## src/rtl/voice_pkg.sv

```systemverilog
// Shared types and constants for the voice allocator and its synchroniser.
package voice_pkg;

    localparam int NUM_NOTES = 12;
    localparam int CNT_W_DEF = 16;

    typedef logic [3:0] note_idx_t;

    // Octave select is kept as a plain 3-bit vector so illegal encodings stay representable.
    typedef logic [2:0] octave_t;

    localparam octave_t OCT_LOW  = 3'b001;
    localparam octave_t OCT_MID  = 3'b010;
    localparam octave_t OCT_HIGH = 3'b100;

endpackage

```

## src/rtl/sync_edge.sv

```systemverilog
// Two-flop synchroniser with an extra history flop for rise/fall pulse detection.
module sync_edge #(
    parameter int W = 1
) (
    input  logic         clk,
    input  logic         nrst,
    input  logic [W-1:0] din,
    output logic [W-1:0] level,
    output logic [W-1:0] rise,
    output logic [W-1:0] fall
);

    logic [W-1:0] meta_r;
    logic [W-1:0] sync_r;
    logic [W-1:0] prev_r;

    // Synchroniser chain followed by one cycle of history for edge detection.
    always_ff @(posedge clk or negedge nrst) begin
        if (!nrst) begin
            meta_r <= '0;
            sync_r <= '0;
            prev_r <= '0;
        end else begin
            meta_r <= din;
            sync_r <= meta_r;
            prev_r <= sync_r;
        end
    end

    assign level = sync_r;
    assign rise  = sync_r & ~prev_r;
    assign fall  = ~sync_r & prev_r;

endmodule

```

## src/rtl/voice_allocator.sv

```systemverilog
// Octave FSM, key pending mask, voice allocation/stealing and per-voice count routing.
module voice_allocator
    import voice_pkg::*;
#(
    parameter int NUM_VOICES = 4,
    parameter int CNT_W      = CNT_W_DEF
) (
    input  logic                        clk,
    input  logic                        nrst,
    input  logic [NUM_NOTES-1:0]        keys,
    input  logic                        octave_btn,
    input  logic [NUM_NOTES*CNT_W-1:0]  note_div,
    output logic [2:0]                  octave_sel,
    output logic [NUM_VOICES-1:0]       voice_en,
    output logic [4*NUM_VOICES-1:0]     voice_note,
    output logic [CNT_W*NUM_VOICES-1:0] voice_div
);

    localparam int PTR_W = (NUM_VOICES > 1) ? $clog2(NUM_VOICES) : 1;

    // Count selected by a note index; indices 12..15 read as zero.
    function automatic logic [CNT_W-1:0] count_of(input logic [NUM_NOTES*CNT_W-1:0] divs,
                                                  input note_idx_t n);
        count_of = '0;
        for (int i = 0; i < NUM_NOTES; i++) begin
            if (n == note_idx_t'(i)) count_of = divs[i*CNT_W +: CNT_W];
        end
    endfunction

    // True when the note held by a voice sees a release edge this cycle.
    function automatic logic note_hit(input logic [NUM_NOTES-1:0] mask, input note_idx_t n);
        note_hit = 1'b0;
        for (int i = 0; i < NUM_NOTES; i++) begin
            if (n == note_idx_t'(i)) note_hit = mask[i];
        end
    endfunction

    logic [NUM_NOTES-1:0] key_level_s, key_rise_s, key_fall_s;
    logic [0:0]           btn_level_s, btn_rise_s, btn_fall_s;

    sync_edge #(.W(NUM_NOTES)) u_key_sync (
        .clk   (clk),
        .nrst  (nrst),
        .din   (keys),
        .level (key_level_s),
        .rise  (key_rise_s),
        .fall  (key_fall_s)
    );

    sync_edge #(.W(1)) u_btn_sync (
        .clk   (clk),
        .nrst  (nrst),
        .din   (octave_btn),
        .level (btn_level_s),
        .rise  (btn_rise_s),
        .fall  (btn_fall_s)
    );

    // ---------------- Octave FSM ----------------
    octave_t oct_state_r;
    octave_t oct_next_s;

    // Octave state register.
    always_ff @(posedge clk or negedge nrst) begin
        if (!nrst) oct_state_r <= OCT_LOW;
        else       oct_state_r <= oct_next_s;
    end

    // Octave next state: advance on a button rise, recover illegal codes to LOW.
    always_comb begin
        oct_next_s = OCT_LOW;
        case (oct_state_r)
            OCT_LOW:  oct_next_s = btn_rise_s[0] ? OCT_MID  : OCT_LOW;
            OCT_MID:  oct_next_s = btn_rise_s[0] ? OCT_HIGH : OCT_MID;
            OCT_HIGH: oct_next_s = btn_rise_s[0] ? OCT_LOW  : OCT_HIGH;
            default:  oct_next_s = OCT_LOW;
        endcase
    end

    // Octave output is the one-hot state itself.
    always_comb begin
        octave_sel = oct_state_r;
    end

    // ---------------- Allocator ----------------
    logic [NUM_NOTES-1:0]  pending_r, pending_next_s, pend_eff_s;
    logic [PTR_W-1:0]      steal_ptr_r, steal_ptr_next_s;
    logic [NUM_VOICES-1:0] voice_en_r, voice_en_next_s, released_s, free_s;
    note_idx_t             voice_note_r [NUM_VOICES];
    note_idx_t             voice_note_next_s [NUM_VOICES];
    logic [CNT_W-1:0]      voice_div_r [NUM_VOICES];
    note_idx_t             cand_s;
    logic                  cand_vld_s;
    logic [PTR_W-1:0]      free_idx_s;
    logic                  free_vld_s;

    // Release handling, candidate/free-voice search and next voice state.
    always_comb begin
        pend_eff_s       = pending_r & ~key_fall_s;
        pending_next_s   = (pending_r | key_rise_s) & ~key_fall_s;
        steal_ptr_next_s = steal_ptr_r;
        cand_s           = 4'd0;
        cand_vld_s       = 1'b0;
        free_idx_s       = '0;
        free_vld_s       = 1'b0;
        for (int v = 0; v < NUM_VOICES; v++) begin
            released_s[v]        = voice_en_r[v] & note_hit(key_fall_s, voice_note_r[v]);
            voice_note_next_s[v] = voice_note_r[v];
        end
        free_s          = ~voice_en_r | released_s;
        voice_en_next_s = voice_en_r & ~released_s;
        // Scan downwards so the lowest set index wins.
        for (int n = NUM_NOTES - 1; n >= 0; n--) begin
            if (pend_eff_s[n]) begin
                cand_s     = note_idx_t'(n);
                cand_vld_s = 1'b1;
            end else begin
                cand_vld_s = cand_vld_s;
            end
        end
        for (int v = NUM_VOICES - 1; v >= 0; v--) begin
            if (free_s[v]) begin
                free_idx_s = PTR_W'(v);
                free_vld_s = 1'b1;
            end else begin
                free_vld_s = free_vld_s;
            end
        end
        if (cand_vld_s) begin
            pending_next_s[cand_s] = 1'b0;
            if (free_vld_s) begin
                voice_en_next_s[free_idx_s]   = 1'b1;
                voice_note_next_s[free_idx_s] = cand_s;
            end else begin
                // Every voice busy: overwrite the oldest-stolen slot in round-robin order.
                voice_note_next_s[steal_ptr_r] = cand_s;
                voice_en_next_s[steal_ptr_r]   = 1'b1;
                if (steal_ptr_r == PTR_W'(NUM_VOICES - 1)) steal_ptr_next_s = '0;
                else                                       steal_ptr_next_s = steal_ptr_r + 1'b1;
            end
        end else begin
            pending_next_s = pending_next_s;
        end
    end

    // Allocator state: pending mask, steal pointer and voice assignments.
    always_ff @(posedge clk or negedge nrst) begin
        if (!nrst) begin
            pending_r   <= '0;
            steal_ptr_r <= '0;
            voice_en_r  <= '0;
            for (int v = 0; v < NUM_VOICES; v++) voice_note_r[v] <= 4'd0;
        end else begin
            pending_r   <= pending_next_s;
            steal_ptr_r <= steal_ptr_next_s;
            voice_en_r  <= voice_en_next_s;
            for (int v = 0; v < NUM_VOICES; v++) voice_note_r[v] <= voice_note_next_s[v];
        end
    end

    // Per-voice count routing, zero for idle voices.
    always_ff @(posedge clk or negedge nrst) begin
        if (!nrst) begin
            for (int v = 0; v < NUM_VOICES; v++) voice_div_r[v] <= '0;
        end else begin
            for (int v = 0; v < NUM_VOICES; v++) begin
                if (voice_en_r[v]) voice_div_r[v] <= count_of(note_div, voice_note_r[v]);
                else               voice_div_r[v] <= '0;
            end
        end
    end

    // Pack the per-voice registers onto the output buses.
    always_comb begin
        voice_en = voice_en_r;
        for (int v = 0; v < NUM_VOICES; v++) begin
            voice_note[4*v +: 4]         = voice_note_r[v];
            voice_div[CNT_W*v +: CNT_W]  = voice_div_r[v];
        end
    end

endmodule

```

## config.mk

```make
export PLATFORM = sky130hd
export DESIGN_NAME = voice_allocator
export DESIGN_NICKNAME = d
export VERILOG_FILES = /design/src/rtl/voice_pkg.sv /design/src/rtl/sync_edge.sv /design/src/rtl/voice_allocator.sv
export SDC_FILE = /design/constraint.sdc
export NUM_CORES = 1
export LEC_CHECK = 0
export ABC_AREA = 1
export CAP_MARGIN = 20
export CORE_AREA = 2 2 217 176
export CTS_CLUSTER_DIAMETER = 30
export DETAILED_ROUTE_END_ITERATION = 10
export DIE_AREA = 0 0 219 178
export GPL_TIMING_DRIVEN = 0
export PLACE_DENSITY_LB_ADDON = 0.2
export SKIP_LAST_GASP = 1
export SLEW_MARGIN = 25
export SYNTH_ARGS = -nofsm -noshare
export SYNTH_HDL_FRONTEND = slang
export SYNTH_SLANG_ARGS = --single-unit
```

## constraint.sdc

```tcl
create_clock -name clk -period 1.9 [get_ports clk]
set_clock_uncertainty 0.15 [all_clocks]
set_input_delay 0.38 -clock clk [delete_from_list [all_inputs] [get_ports clk]]
set_output_delay 0.38 -clock clk [all_outputs]
set_load 0.05 [all_outputs]
```

# Word level (Yosys, flattened, before mapping)
# Cells that the tools add are included.
# totals
output_inout_bits	87
ff_bits	140
in_bits	207
# classes
n_reduce_logical	10
magnitude_cmp	10
n_addsub	1
eq_ne	48
bitwise	25
mux	153
# ops
operator	n
$mux W16	53
$mux W1	67
$eq A4 B3 Y1 const B	16
$eq A4 B4 Y1 const B	16
$mux W4	16
$and A12 B12 Y12	5
$not A12 Y12	4
$bwmux W16	2
$eq A4 B2 Y1 const B	8
$demux W4 S2	2
$eq A4 B1 Y1 const B	4
$logic_not A4 Y1	4
$mux W12	1
$mux W2	6
$or A12 B12 Y12	1
$or A4 B4 Y4	3
$pmux W3 S3	1
$not A4 Y4	2
$ge A3 B3 Y1 const B	2
$lt A2 B3 Y1 const B	2
$lt A3 B1 Y1 const B	2
$mux W3	2
$not A2 Y3	2
$and A1 B1 Y1	5
14 further kinds	21

# Logic depth before layout (Yosys ltp)
# depth
ltp_word	27
ltp_mapped	19
ltp_nobuf	19

# Cells and area by module
# Synthesis repeated with hierarchy kept, for this count alone.
# hier_totals
cells_unflattened	1684
hier_area_um2	10781.6
# modules_own_cells
mod	cells_per_inst	area_per_inst_um2	n_inst
voice_allocator	1593	9610.5	1
sync_edge at u_key_sync	84	1081.0	1
sync_edge at u_btn_sync	7	90.1	1

# Worst setup path before layout
# OpenSTA, ideal clock, no wires.
# synth_timing
kind	register to register
start	reg voice_note_r, in the netlist voice_note[4]
end	reg voice_note_r, in the netlist voice_note[8]
synth_period_minus_slack_ps	2320
slack_ps	-420
path_stages_with_launch	14
path_buffers	0
setup_ps	120
arrival_ps	2050
path_cell_list	dfrtp_1 > nand2_1 > inv_1 > nand2_2 > clkinv_1 > nand2_1 > nand2_1 > nand4_2 > nor2_4 > nand2_4 > nor2_8 > nand3_2 > nand2_1 > nand2_1
# synth_via
elab_chain_cells	24
# synth_rtl
item	line	text
start: declaration	voice_allocator.sv:89	note_idx_t voice_note_r [NUM_VOICES];
$logic_not A4 Y1	voice_allocator.sv:34	if (n == note_idx_t'(i)) note_hit = mask[i];
$mux W1 (11 in a row)	voice_allocator.sv:34	
$mux W1 *	voice_allocator.sv:34	
$and A1 B1 Y1 *	voice_allocator.sv:107	released_s[v] = voice_en_r[v] & note_hit(key_fall_s, voice_note_r[v]);
$or A4 B4 Y4 *	voice_allocator.sv:110	free_s = ~voice_en_r | released_s;
$mux W2 (2 in a row)	voice_allocator.sv:122	if (free_s[v]) begin
$not A2 Y3 (implied by the code)	voice_allocator.sv:133	voice_note_next_s[free_idx_s] = cand_s;
$ge A3 B3 Y1 (implied by the code) or $lt A3 B1 Y1 (tied branches)	voice_allocator.sv:133	
$logic_and A1 B1 Y1 (implied by the code)	voice_allocator.sv:133	
$mux W4 (implied by the code)	voice_allocator.sv:133	
$demux W4 S2	voice_allocator.sv:133	
$bwmux W16	voice_allocator.sv:133	
$mux W16 *	voice_allocator.sv:131	if (free_vld_s) begin
# Every way passes the cells marked *; elsewhere a longest branch is shown, timed or not.
# A chain may end at the register's enable or synchronous reset.

# Worst setup path after layout
# layout_timing
start	reg voice_note_r, in the netlist voice_note[12]
end	reg voice_div_r, in the netlist voice_div[50]
# layout_via
elab_chain_cells	14
# layout_rtl
item	line	text
$logic_not A4 Y1	voice_allocator.sv:26	if (n == note_idx_t'(i)) count_of = divs[i*CNT_W +: CNT_W];
$mux W16 (11 in a row)	voice_allocator.sv:26	
$mux W16 *	voice_allocator.sv:26	
$mux W16 *	voice_allocator.sv:167	if (voice_en_r[v]) voice_div_r[v] <= count_of(note_div, voice_note_r[v]);
end signal: indexed assignment	voice_allocator.sv:167	
end: declaration	voice_allocator.sv:91	logic [CNT_W-1:0] voice_div_r [NUM_VOICES];
# Marked as above.

==> impl_summary.txt <==
----------------------------------------------------
[Place]
  Count of port buffers added during placement ... 293
  Routability-driven placement congestion ratio ... about 1.0
  Dpl hpwl ... 51620 µm

[Power]
  Power density normalized to cell area ... 1813 nW/µm²
  Worst vdd ir ... ~1.2 mV
  Net switching power figure ... 19.62 mW
  Pleak ... 8.940 nW
  Gate power share ... 78.1%
  Total design power ... 36.40 mW
  Sequential fraction of design power ... 13.1%
  Clock group share of total power ... 8.7%
  Internal power contribution ... 16.78 mW
  Switching power share of the total ... 53.90%

[STA]
  Setup Viol. Count Final ... 98
  Max Transition Viols Final ... 0
  Post-layout minimum cycle time ... 2.411 ns
  Unrepaired setup endpoints after global routing ... true
  Final period util ... 126.9%
  Final Hold Vio Count ... 0
  Setup Total Neg Slack ... -32.13 ns
  Worst setup slack after layout ... -0.5109 ns
  Worst Hold Slack ... 0.1981 ns
  Worst max-slew margin expressed relative to the limit ... around 59%
  Peak clock frequency supported by timing ... around 410 MHz
  Slew at the pin closest to its max-slew limit ... 0.6114 ns

[Finish]
  Layout net count ... around 2400
  Signed area change from the synthesized netlist to the final layout ... 84.00%
  Share of post-route cells with drive strength above 1 ... 37.00%

[Critical path]
  Capturing point of the worst reg2reg path ... voice_div[50]
  Endpoint arrival time on the critical path ... roughly 2.6 ns
  Number of cell instances on the worst register-to-register path ... 14
  Origin of the critical flop-to-flop path ... voice_note[12]
  Termination of the worst setup path ... voice_div[50]
  Reg-to-reg setup timing slack ... -0.51 ns
  Required @ worst endpoint ... approximately 2.1 ns
  Kind of critical path ... reg -> reg
  Critical path startpoint category ... flip-flop
  Max FO, Critical Path ... 6
  Worst setup startpoint ... voice_note[12]
  Critical path endpoint category ... flip-flop

[Routing]
  First-pass DRT Iterations ... 6
  Post-route ant nets ... 0
  Vias per cell ... 5.738
  Routed wire length ... roughly 68000 µm
  Avg WL per Cell ... 25.00 µm
  Starting DRC count in detailed routing ... 1850
  Number of remaining DRC errors ... 0
  Via count ... 15700

[Run]
  Number of max-capacitance violations reported ... 0

[GRT]
  Initial antenna violation count ... 6
  Pin count of the biggest net entering global routing ... 93
  Number of global-route vias before repair ... 14710
  Wire length of the first global-routing pass ... between 90000 and 100000 µm
  Overall fraction of global-route tracks in use ... 33.24%
  Grt total ovfl ... 0

[Synth]
  Yosys top cell by area ... sky130_fd_sc_hd__dfrtp_1
  Count of yosys warnings during synthesis ... 0
  Combined area of all synthesized cells ... 10910 µm²
  Register bit total from synthesis ... 140
  Area share of the largest cell type after synthesis ... between 30% and 40%
  Average instance area after synthesis ... 6.340 µm²
  Top area cells in the synthesized netlist ... sky130_fd_sc_hd__dfrtp_1, sky130_fd_sc_hd__nand2_1, sky130_fd_sc_hd__a21oi_1
  Share of synthesized area occupied by flip-flops and latches ... about 32%
  Cells after Synth ... 1721
  Post-synth cell types ... 39
  Number of nets in the synthesized netlist ... 1932

[Clock tree]
  Max clock buf depth ... 2
  CTS clock-pin slew for the worst setup and hold paths ... about 0.070 ns
  Worst-skew pair later-pin latency ... 0.45 ns
  Cell at the root of the clock tree ... sky130_fd_sc_hd__clkbuf_16
  TritonCTS clock tree ... done
  H-tree Lvls ... 4
  Num CTS Buffers ... 17
  Num Clock Sinks ... 140

[Floorplan]
  Top-Level Pins ... 294
  Area enclosed by the die boundary ... 38980 µm²
  Width of the die ... 219 µm
  Starting Density ... 29.71%
  Row count ... 63
  DIE HEIGHT ... 178 µm
  Area of the core region ... 36730 µm²

[Status]
  Violations in the final reports ... setup timing
  Result of the run ... finished with violations

[Min path]
  Class of the tightest hold or removal check ... reg -> reg

----------------------------------------------------
## worst max-delay path, cell delays in order (launching register included)
cell	delay [ns]
sky130_fd_sc_hd__dfrtp_2	0.46
sky130_fd_sc_hd__inv_2	0.11
sky130_fd_sc_hd__nor2_4	0.07
sky130_fd_sc_hd__buf_6	0.13
sky130_fd_sc_hd__nand2_8	0.10
sky130_fd_sc_hd__buf_12	0.15
sky130_fd_sc_hd__o22ai_2	0.06
sky130_fd_sc_hd__a21oi_1	0.15
sky130_fd_sc_hd__o21ai_1	0.13
sky130_fd_sc_hd__a21oi_1	0.19
sky130_fd_sc_hd__o2111ai_1	0.17
sky130_fd_sc_hd__o21ai_1	0.15
sky130_fd_sc_hd__nand3_1	0.13
sky130_fd_sc_hd__nand2_1	0.09
sky130_fd_sc_hd__inv_1	0.04
## how the worst min path moves through the flow
stage                          start                    to  slack (ns)  cells past startpoint
2_1_floorplan                   nrst         octave_sel[1]       -0.07                      0
3_3_place_gp    u_key_sync.meta_r[1]   u_key_sync.level[1]        0.18                      0
3_5_place_dp                    nrst         voice_div[36]        0.16                      1
4_1_cts        u_key_sync.meta_r[10]  u_key_sync.level[10]        0.20                      0
5_1_grt         u_key_sync.meta_r[1]   u_key_sync.level[1]        0.20                      0
6_report       u_key_sync.meta_r[10]  u_key_sync.level[10]        0.20                      0
## sequential cells by signal, indices dropped and copies added, names as in the netlist
name / cells
voice_en: 4
u_key_sync.meta_r: 12
u_key_sync.level: 12
voice_note: 16
steal_ptr_r: 2
u_btn_sync.level: 1
u_key_sync.prev_r: 12
u_btn_sync.meta_r: 1
octave_sel: 3
pending_r: 12
voice_div: 64
u_btn_sync.prev_r: 1
## cell usage after synthesis (all sizes together)
cell type and instances:
nor2 130, a31oi 2, nor3 8, nand3 80
o221ai 22, a21oi 207, dfrtp 139, dfstp 1
o211ai 28, buf 14, o31ai 1, nor3b 3
ha 4, o32ai 3, or2 8, a21boi 2
a221oi 1, o21bai 3, clkbuf 48, nand4 59
o2111ai 27, clkinv 1, a41o 1, o21ai 149
inv 278, o22ai 52, nand2 450
## power by group through the flow
| stage | sequential [mW] | combinational [mW] | clock (mW) |
|---|---|---|---|
| 6_report | 4.78 | 28.4 | 3.18 |
| 4_1_cts | 4.76 | 24.0 | 3.25 |
| 2_1_floorplan | 7.28 | 8.66 | 0 |
| 3_3_place_gp | 4.75 | 18.4 | 0 |
| 5_1_grt | 4.88 | 29.7 | 3.42 |
| 3_5_place_dp | 4.75 | 18.4 | 0 |
## layout by cell type (no fill, tap or decap), types with 28 or more instances in the layout
| master | count |
|---|---|
| sky130_fd_sc_hd__nand3_2 | 36 |
| sky130_fd_sc_hd__inv_1 | 221 |
| sky130_fd_sc_hd__nand2_1 | 353 |
| sky130_fd_sc_hd__o211ai_1 | 28 |
| sky130_fd_sc_hd__a21oi_2 | 85 |
| sky130_fd_sc_hd__nand2_2 | 46 |
| sky130_fd_sc_hd__nand3_1 | 42 |
| sky130_fd_sc_hd__clkdlybuf4s50_1 | 205 |
| sky130_fd_sc_hd__dlygate4sd2_1 | 63 |
| sky130_fd_sc_hd__o21ai_2 | 43 |
| sky130_fd_sc_hd__nor2_4 | 41 |
| sky130_fd_sc_hd__dfrtp_1 | 119 |
| sky130_fd_sc_hd__nand2_4 | 39 |
| sky130_fd_sc_hd__o21ai_1 | 29 |
| sky130_fd_sc_hd__o21ai_0 | 72 |
| sky130_fd_sc_hd__inv_2 | 30 |
| sky130_fd_sc_hd__buf_4 | 128 |
| sky130_fd_sc_hd__nand4_1 | 56 |
| sky130_fd_sc_hd__buf_6 | 45 |
| sky130_fd_sc_hd__a21oi_1 | 104 |
| sky130_fd_sc_hd__nor2_1 | 73 |
## cell type report
type                    instances  area, µm²
clock buffers                  18      439.2
clock inverters                14      125.1
fillers                      3436      16650
multi-input cells            1241       8796
well taps                     487      609.3
repair buffers                492       4818
flip-flops and latches        140       3530
plain buffers                  59      590.6
inverters                     279       1155
diodes                          6      15.01
## layer usage
| layer | track usage, % | share of wire, % | vias up | wire length [µm] |
|---|---|---|---|---|
| li1 | - | - | 6846 | - |
| met1 | 46.03 | 42 | 7672 | 28480 |
| met2 | 52.40 | 45 | 973 | 30590 |
| met3 | 5.678 | 9.5 | 209 | 6519 |
| met4 | 11.23 | 4.1 | 0 | 2806 |
| met5 | 0 | 0 | - | 0 |
## through the flow
| stage | setup WS, ns | instances | utilization (%) | area, µm² |
|---|---|---|---|---|
| after floorplan | -0.2428 | 1721 | - | 11110 |
| after global placement | -5.780 | 2501 | 39.89 | 14650 |
| after detailed placement | -1.004 | 2502 | 39.98 | 14690 |
| after CTS | -0.4280 | 2630 | 49.08 | 18030 |
| after global routing | -0.5603 | 2736 | 54.66 | 20080 |
| final | -0.5109 | 2736 | 54.66 | 20080 |
## kinds of logic (layout without fill, tap and decap cells)
| family | count (synthesis) | count (layout) | share of synthesized area (%) |
|---|---|---|---|
| buffers and inverters | 341 | 862 | 12.01 |
| other | 0 | 6 | 0 |
| AND/OR/NAND/NOR | 738 | 739 | 29.27 |
| adder cells (fa/ha/maj) | 4 | 4 | 0.4587 |
| AO/OA/AOI/OAI | 498 | 498 | 26.14 |
| flip-flops | 140 | 140 | 32.12 |
## repair_timing
| item | 4_1_cts | 5_1_grt |
|---|---|---|
| gates resized for setup | 700 | 322 |
| setup endpoints to repair | 183 | 104 |
| setup buffers | 87 | 106 |
| hold endpoints to repair | 48 | 0 |
| hold buffers | 1 | 0 |
| pin swaps | 172 | 238 |
| gates cloned | 9 | 3 |
No activity file was read; power rests on OpenSTA's default activity.
